<file path="src/rtl/wavelet_pkg.sv">
// Shared types and width helpers for the Haar lifting stages.
// Optional feature macro used by the stages: HAAR_DEADZONE_EN.
package wavelet_pkg;

    // Position of the next accepted sample within its even/odd pair
    typedef enum logic {
        PH_EVEN = 1'b0,
        PH_ODD  = 1'b1
    } phase_e;

    // Index width for n items, never narrower than one bit
    function automatic int unsigned clog2_min1(input int unsigned n);
        return (n <= 1) ? 1 : $clog2(n);
    endfunction

    // Detail coefficient width: one bit wider than the samples so odd-even never overflows
    function automatic int unsigned detail_w(input int unsigned w);
        return w + 1;
    endfunction

endpackage

</file>
<file path="src/rtl/haar_lift_core.sv">
// Combinational integer Haar lifting butterfly: (even, odd) -> (a, d).
// The dead-zone compare is always built; a zero threshold never zeroes d.
module haar_lift_core
    import wavelet_pkg::*;
#(
    parameter int unsigned W = 8
) (
    input  logic signed [W-1:0] even,
    input  logic signed [W-1:0] odd,
    input  logic        [W-1:0] thresh,
    output logic signed [W-1:0] a,
    output logic signed [W:0]   d
);

    localparam int unsigned DW = detail_w(W);

    logic signed [DW-1:0] even_x;
    logic signed [DW-1:0] odd_x;
    logic signed [DW-1:0] d_raw;
    logic signed [DW-1:0] a_full;
    logic        [DW-1:0] d_abs;

    // Predict/update in W+1 bits; a is the floor of the pair mean so it always fits in W
    always_comb begin
        even_x = {even[W-1], even};
        odd_x  = {odd[W-1], odd};
        d_raw  = odd_x - even_x;
        a_full = even_x + (d_raw >>> 1);
        a      = a_full[W-1:0];
        d_abs  = d_raw[DW-1] ? DW'(-d_raw) : DW'(d_raw);
        if (d_abs < {1'b0, thresh}) begin
            d = '0;
        end else begin
            d = d_raw;
        end
    end

endmodule

</file>
<file path="src/rtl/haar_lift_stage.sv">
// Streaming one-level Haar lifting stage with CH round-robin interleaved channels.
// Even samples are parked per channel; each odd sample emits one (a, d) pair
// through a single output register with valid/ready handshake.
// Optional: define HAAR_DEADZONE_EN to add the thresh port (detail dead-zone).
module haar_lift_stage
    import wavelet_pkg::*;
#(
    parameter int unsigned W  = 8,
    parameter int unsigned CH = 2
) (
    input  logic                               clk,
    input  logic                               rst,
    input  logic                               s_valid,
    output logic                               s_ready,
    input  logic signed [W-1:0]                s_data,
`ifdef HAAR_DEADZONE_EN
    input  logic        [W-1:0]                thresh,
`endif
    output logic                               m_valid,
    input  logic                               m_ready,
    output logic        [clog2_min1(CH)-1:0]   m_ch,
    output logic signed [W-1:0]                m_a,
    output logic signed [W:0]                  m_d
);

    localparam int unsigned CHW = clog2_min1(CH);
    localparam int unsigned DW  = detail_w(W);
    localparam logic [CHW-1:0] CH_LAST = CHW'(CH - 1);

    phase_e               phase_q;
    phase_e               phase_d;
    logic [CHW-1:0]       ch_q;
    logic [CHW-1:0]       ch_d;
    logic signed [W-1:0]  even_q [CH];
    logic signed [W-1:0]  even_sel;
    logic                 accept;
    logic                 load_even;
    logic                 load_out;
    logic                 valid_d;
    logic        [W-1:0]  thresh_core;
    logic signed [W-1:0]  a_c;
    logic signed [DW-1:0] d_c;

    // Output register is free when empty or draining this cycle
    assign s_ready  = !m_valid || m_ready;
    assign accept   = s_valid && s_ready;
    assign even_sel = even_q[ch_q];

`ifdef HAAR_DEADZONE_EN
    assign thresh_core = thresh;
`else
    assign thresh_core = '0;
`endif

    haar_lift_core #(
        .W (W)
    ) u_core (
        .even   (even_sel),
        .odd    (s_data),
        .thresh (thresh_core),
        .a      (a_c),
        .d      (d_c)
    );

    // Next-state: channel counter, phase toggle on wrap, output valid handshake
    always_comb begin
        ch_d      = ch_q;
        phase_d   = phase_q;
        load_even = 1'b0;
        load_out  = 1'b0;
        valid_d   = m_valid;

        if (m_valid && m_ready) begin
            valid_d = 1'b0;
        end

        if (accept) begin
            if (ch_q == CH_LAST) begin
                ch_d    = '0;
                phase_d = (phase_q == PH_EVEN) ? PH_ODD : PH_EVEN;
            end else begin
                ch_d = ch_q + CHW'(1);
            end

            case (phase_q)
                PH_EVEN: begin
                    load_even = 1'b1;
                end
                PH_ODD: begin
                    load_out = 1'b1;
                    valid_d  = 1'b1;
                end
                default: begin
                    load_even = 1'b0;
                end
            endcase
        end
    end

    // State, per-channel even store and output register
    always_ff @(posedge clk) begin
        if (rst) begin
            phase_q <= PH_EVEN;
            ch_q    <= '0;
            m_valid <= 1'b0;
            m_ch    <= '0;
            m_a     <= '0;
            m_d     <= '0;
            for (int i = 0; i < int'(CH); i++) begin
                even_q[i] <= '0;
            end
        end else begin
            phase_q <= phase_d;
            ch_q    <= ch_d;
            m_valid <= valid_d;
            if (load_even) begin
                even_q[ch_q] <= s_data;
            end
            if (load_out) begin
                m_ch <= ch_q;
                m_a  <= a_c;
                m_d  <= d_c;
            end
        end
    end

endmodule

</file>
<file path="config.mk">
export PLATFORM = sky130hd
export DESIGN_NAME = haar_lift_stage
export DESIGN_NICKNAME = d
export VERILOG_FILES = /design/src/rtl/wavelet_pkg.sv /design/src/rtl/haar_lift_core.sv /design/src/rtl/haar_lift_stage.sv
export SDC_FILE = /design/constraint.sdc
export NUM_CORES = 1
export LEC_CHECK = 0
export ABC_AREA = 1
export CORE_MARGIN = 5
export CORE_UTILIZATION = 54
export CTS_CLUSTER_DIAMETER = 80
export CTS_CLUSTER_SIZE = 30
export DETAILED_ROUTE_END_ITERATION = 6
export GPL_TIMING_DRIVEN = 0
export PLACE_DENSITY_LB_ADDON = 0.12
export SLEW_MARGIN = 20
export SYNTH_ARGS = -nofsm -noshare
export SYNTH_HDL_FRONTEND = slang
export SYNTH_SLANG_ARGS = --single-unit
</file>
<file path="constraint.sdc">
create_clock -name clk -period 3.7 [get_ports clk]
set_input_delay 0.555 -clock clk [delete_from_list [all_inputs] [get_ports clk]]
set_output_delay 0.555 -clock clk [all_outputs]
set_load 0.03 [all_outputs]
</file>
==> results.toml <==
[power_and_ir_drop]
p_int_uw = 801
combPwrFrac_pct = 38.4
switching_power_uw = 441
p_total_mw = 1.24
power_frac_seq_pct = 38.3
vdd.ir_drop.worst_mv = 0.321
clockPowerShare_pct = 23.3
power_density_nw_per_um2 = 461
p_leak_nw = 1.33
switching_share_pct = 35.5

[clock_network]
clockBufferDepth = 2
cts-root-buf = "clkbuf_8"
clk_latency_ns = 0.28
cts_resized = 0
path_clk_slew_ns = 0.07
cts_buffers = 5
cts_hold_buf = 0
htree_num_levels = 2
cts_tree = "done"
clkSinkCount = 38
cts_setup_buffers = 0

[setup_path]
cp-start-kind = "flop"
ff2ff_setup_slack_ns = 0.52
path_class = "flop to flop"
required_ns = 3.88
critPathCaptureType = "flop"
critical_path_peak_fanout = 10
max_stage_delay_ns = 0.45
critPathSlowestCell = "dfxtp_1"
arrival_ns = 3.36
crit_chain = "clkbuf_1, nand2_1, o21ai_0, ha_1, a21oi_1, nand2_1, a21oi_1, xnor2_1, ha_1, inv_1, o21ai_1, a31oi_1, xnor2_1, o21bai_1, inv_1"

[global_route]
grt_max_degree = 12
grt_pass1_wl_um = 7890
overflow = 0
grt_util_all_layers_pct = 19.0
grt_pass1_vias = 1748
antenna_found_initial = 0

[synthesis]
yosysSeqAreaShare_pct = 41.2
ys_seq_elements = 38
synth_area_um2 = 2230
synth_xor_area_share_pct = 3.92
synth_fa_ha_area_share_pct = 11.3
ys_top_cells_by_area = "edfxtp_1, dfxtp_1, ha_1"
avgSynthCellArea_um2 = 8.27
synth_mux_area_share_pct = 0.504
synth_top_family_by_area = "simple AND/OR/NAND/NOR gates"
synth_cells = 270
synthArstFlopShare_pct = 0
synthesis.nets = 301
synth_warnings = 0
synth_edf_count = 16
synth_ff_type = "dfxtp_1"
synth_compound_gate_area_share_pct = 13.5
synthSimpleGateAreaFrac_pct = 17.9
netlist.top_cell.by_area = "edfxtp_1"
yosysTopAreaCellShare_pct = 21.5
yosys.cell_types.count = 31

[detailed_routing]
drtIter0Drc = 95
first_pass_iters = 4
routed_via_density = 5.03
wl_per_cell_um = 12.7
route.detailed.drc = 0
ant_nets = 0
wl_um = 4550
num_vias = 1804

[sta]
finalSetupTns_ns = 0
finalHoldViolations = 0
setup_viol = 0
min_period_ns = 3.18
skew_ns = 0.00285
relSlewSlack_pct = 67.0
tightest_slew_ns = 0.491
period_share_pct = 86.0
timing.fmax_mhz = 314
finalMaxSlewViolations = 0
rsz0062_at_grt = "no"

[cells_and_area]
final_util_pct = 67.4
synthToLayoutAreaGrowth_pct = 20.7
mostFrequentLayoutCell = "inv_1"
final_cell_mix = "inv_1, nand2_1, clkdlybuf4s50_1"
nets = 339
drive_above_1_share_pct = 8.41
diodes = 0

[floorplanning]
start_util_pct = 55.8
dieArea_um2 = 5520
io_pins = 32
core_area_um2 = 4000
fp.dieW_um = 74.3
rows = 23
die_y_um = 74.3

[min_path]
min_from = "m_d[8]"
hold_path.class = "flop to flop"

[run]
maxCapViolations = 0

[place]
port-buffer-count = 31
dpl.hpwl_um = 3490
place_congestion = 0.829

[outcome]
run_status = "complete, no violations"
==> metal layers <==
layer  global-route usage [%]  part of all wire, %  vias up
li1                         -                    -      947
met2                     32.4                   48       32
met3                     4.59                  3.8        4
met5                        0                    0        -
met4                     5.53                  1.0        0
met1                     24.0                   47      821
==> final timing paths <==
path,to,cells after the start
worst max-delay path,m_a[5],15
worst min-delay path,m_d[8],2
worst max register to register,m_a[5],15
worst min register to register,m_d[8],2
==> flip-flops by register name, summed over array words and instances, names as in the netlist, named ones only <==
| register | count |
|---|---|
| even_q | 16 |
| m_d | 9 |
| m_a | 8 |
| ch_q | 1 |
| m_ch | 1 |
| m_valid | 1 |
| phase_q | 1 |
==> synth_stat cells, types with 2 or more instances <==
| library cell | number |
|---|---|
| nor2_1 | 29 |
| o21ai_0 | 20 |
| fa_1 | 2 |
| edfxtp_1 | 16 |
| nand4_1 | 2 |
| o21a_1 | 2 |
| buf_6 | 2 |
| o21bai_1 | 7 |
| nand3_2 | 2 |
| ha_1 | 17 |
| clkbuf_1 | 2 |
| o21ai_1 | 4 |
| nand2_1 | 34 |
| a21oi_1 | 11 |
| xnor2_1 | 4 |
| o211ai_1 | 2 |
| xor2_1 | 6 |
| inv_2 | 4 |
| nand3_1 | 14 |
| dfxtp_1 | 22 |
| a31oi_1 | 2 |
| a21o_1 | 2 |
| nand2_2 | 5 |
| inv_1 | 52 |
==> area by class of cell <==
class / count / area (um^2)
fillers: 352 / 1300
well taps: 50 / 62.6
clock buffers: 8 / 90.1
flip-flops and latches: 38 / 921
inverters: 56 / 210
plain buffers: 6 / 48.8
multi-input cells: 170 / 1050
repair buffers: 31 / 310
==> critical path, delay by kind of cell, from the launching register on <==
kind,cells,cell delay [ns]
flops,1,0.45
xor+xnor,2,0.33
compound gates,6,0.90
buf+inv,3,0.50
fa+ha+maj,2,0.68
simple gates,2,0.21
==> power groups by stage <==
stage                     clock network, mW  registers (mW)  logic (mW)
after floorplan                           0           0.503       0.336
after global placement                    0           0.484       0.457
after detailed placement                  0           0.484       0.470
after CTS                             0.292           0.475       0.477
after global routing                  0.317           0.478       0.551
final                                 0.290           0.475       0.477
==> cell families (layout without fill, tap and decap cells) <==
group / count (synthesis) / after routing
buffers and inverters: 62 / 101
DFF: 38 / 38
xor gates and xnor gates: 10 / 10
muxes: 1 / 1
adders and majority gates: 19 / 19
AOI/OAI and AO/OA: 51 / 51
and+or+nand+nor: 89 / 89
==> stage by stage <==
stage                     hold WS [ns]  cell area [um^2]  instances  setup slack, ns
after floorplan                  0.482              2230        270            0.967
after global placement           0.482              2610        351            0.468
after detailed placement         0.491              2610        351            0.427
after CTS                        0.512              2700        359            0.561
after global routing             0.525              2700        359            0.156
final                            0.505              2700        359            0.519
No activity file was read; power rests on OpenSTA's default activity.
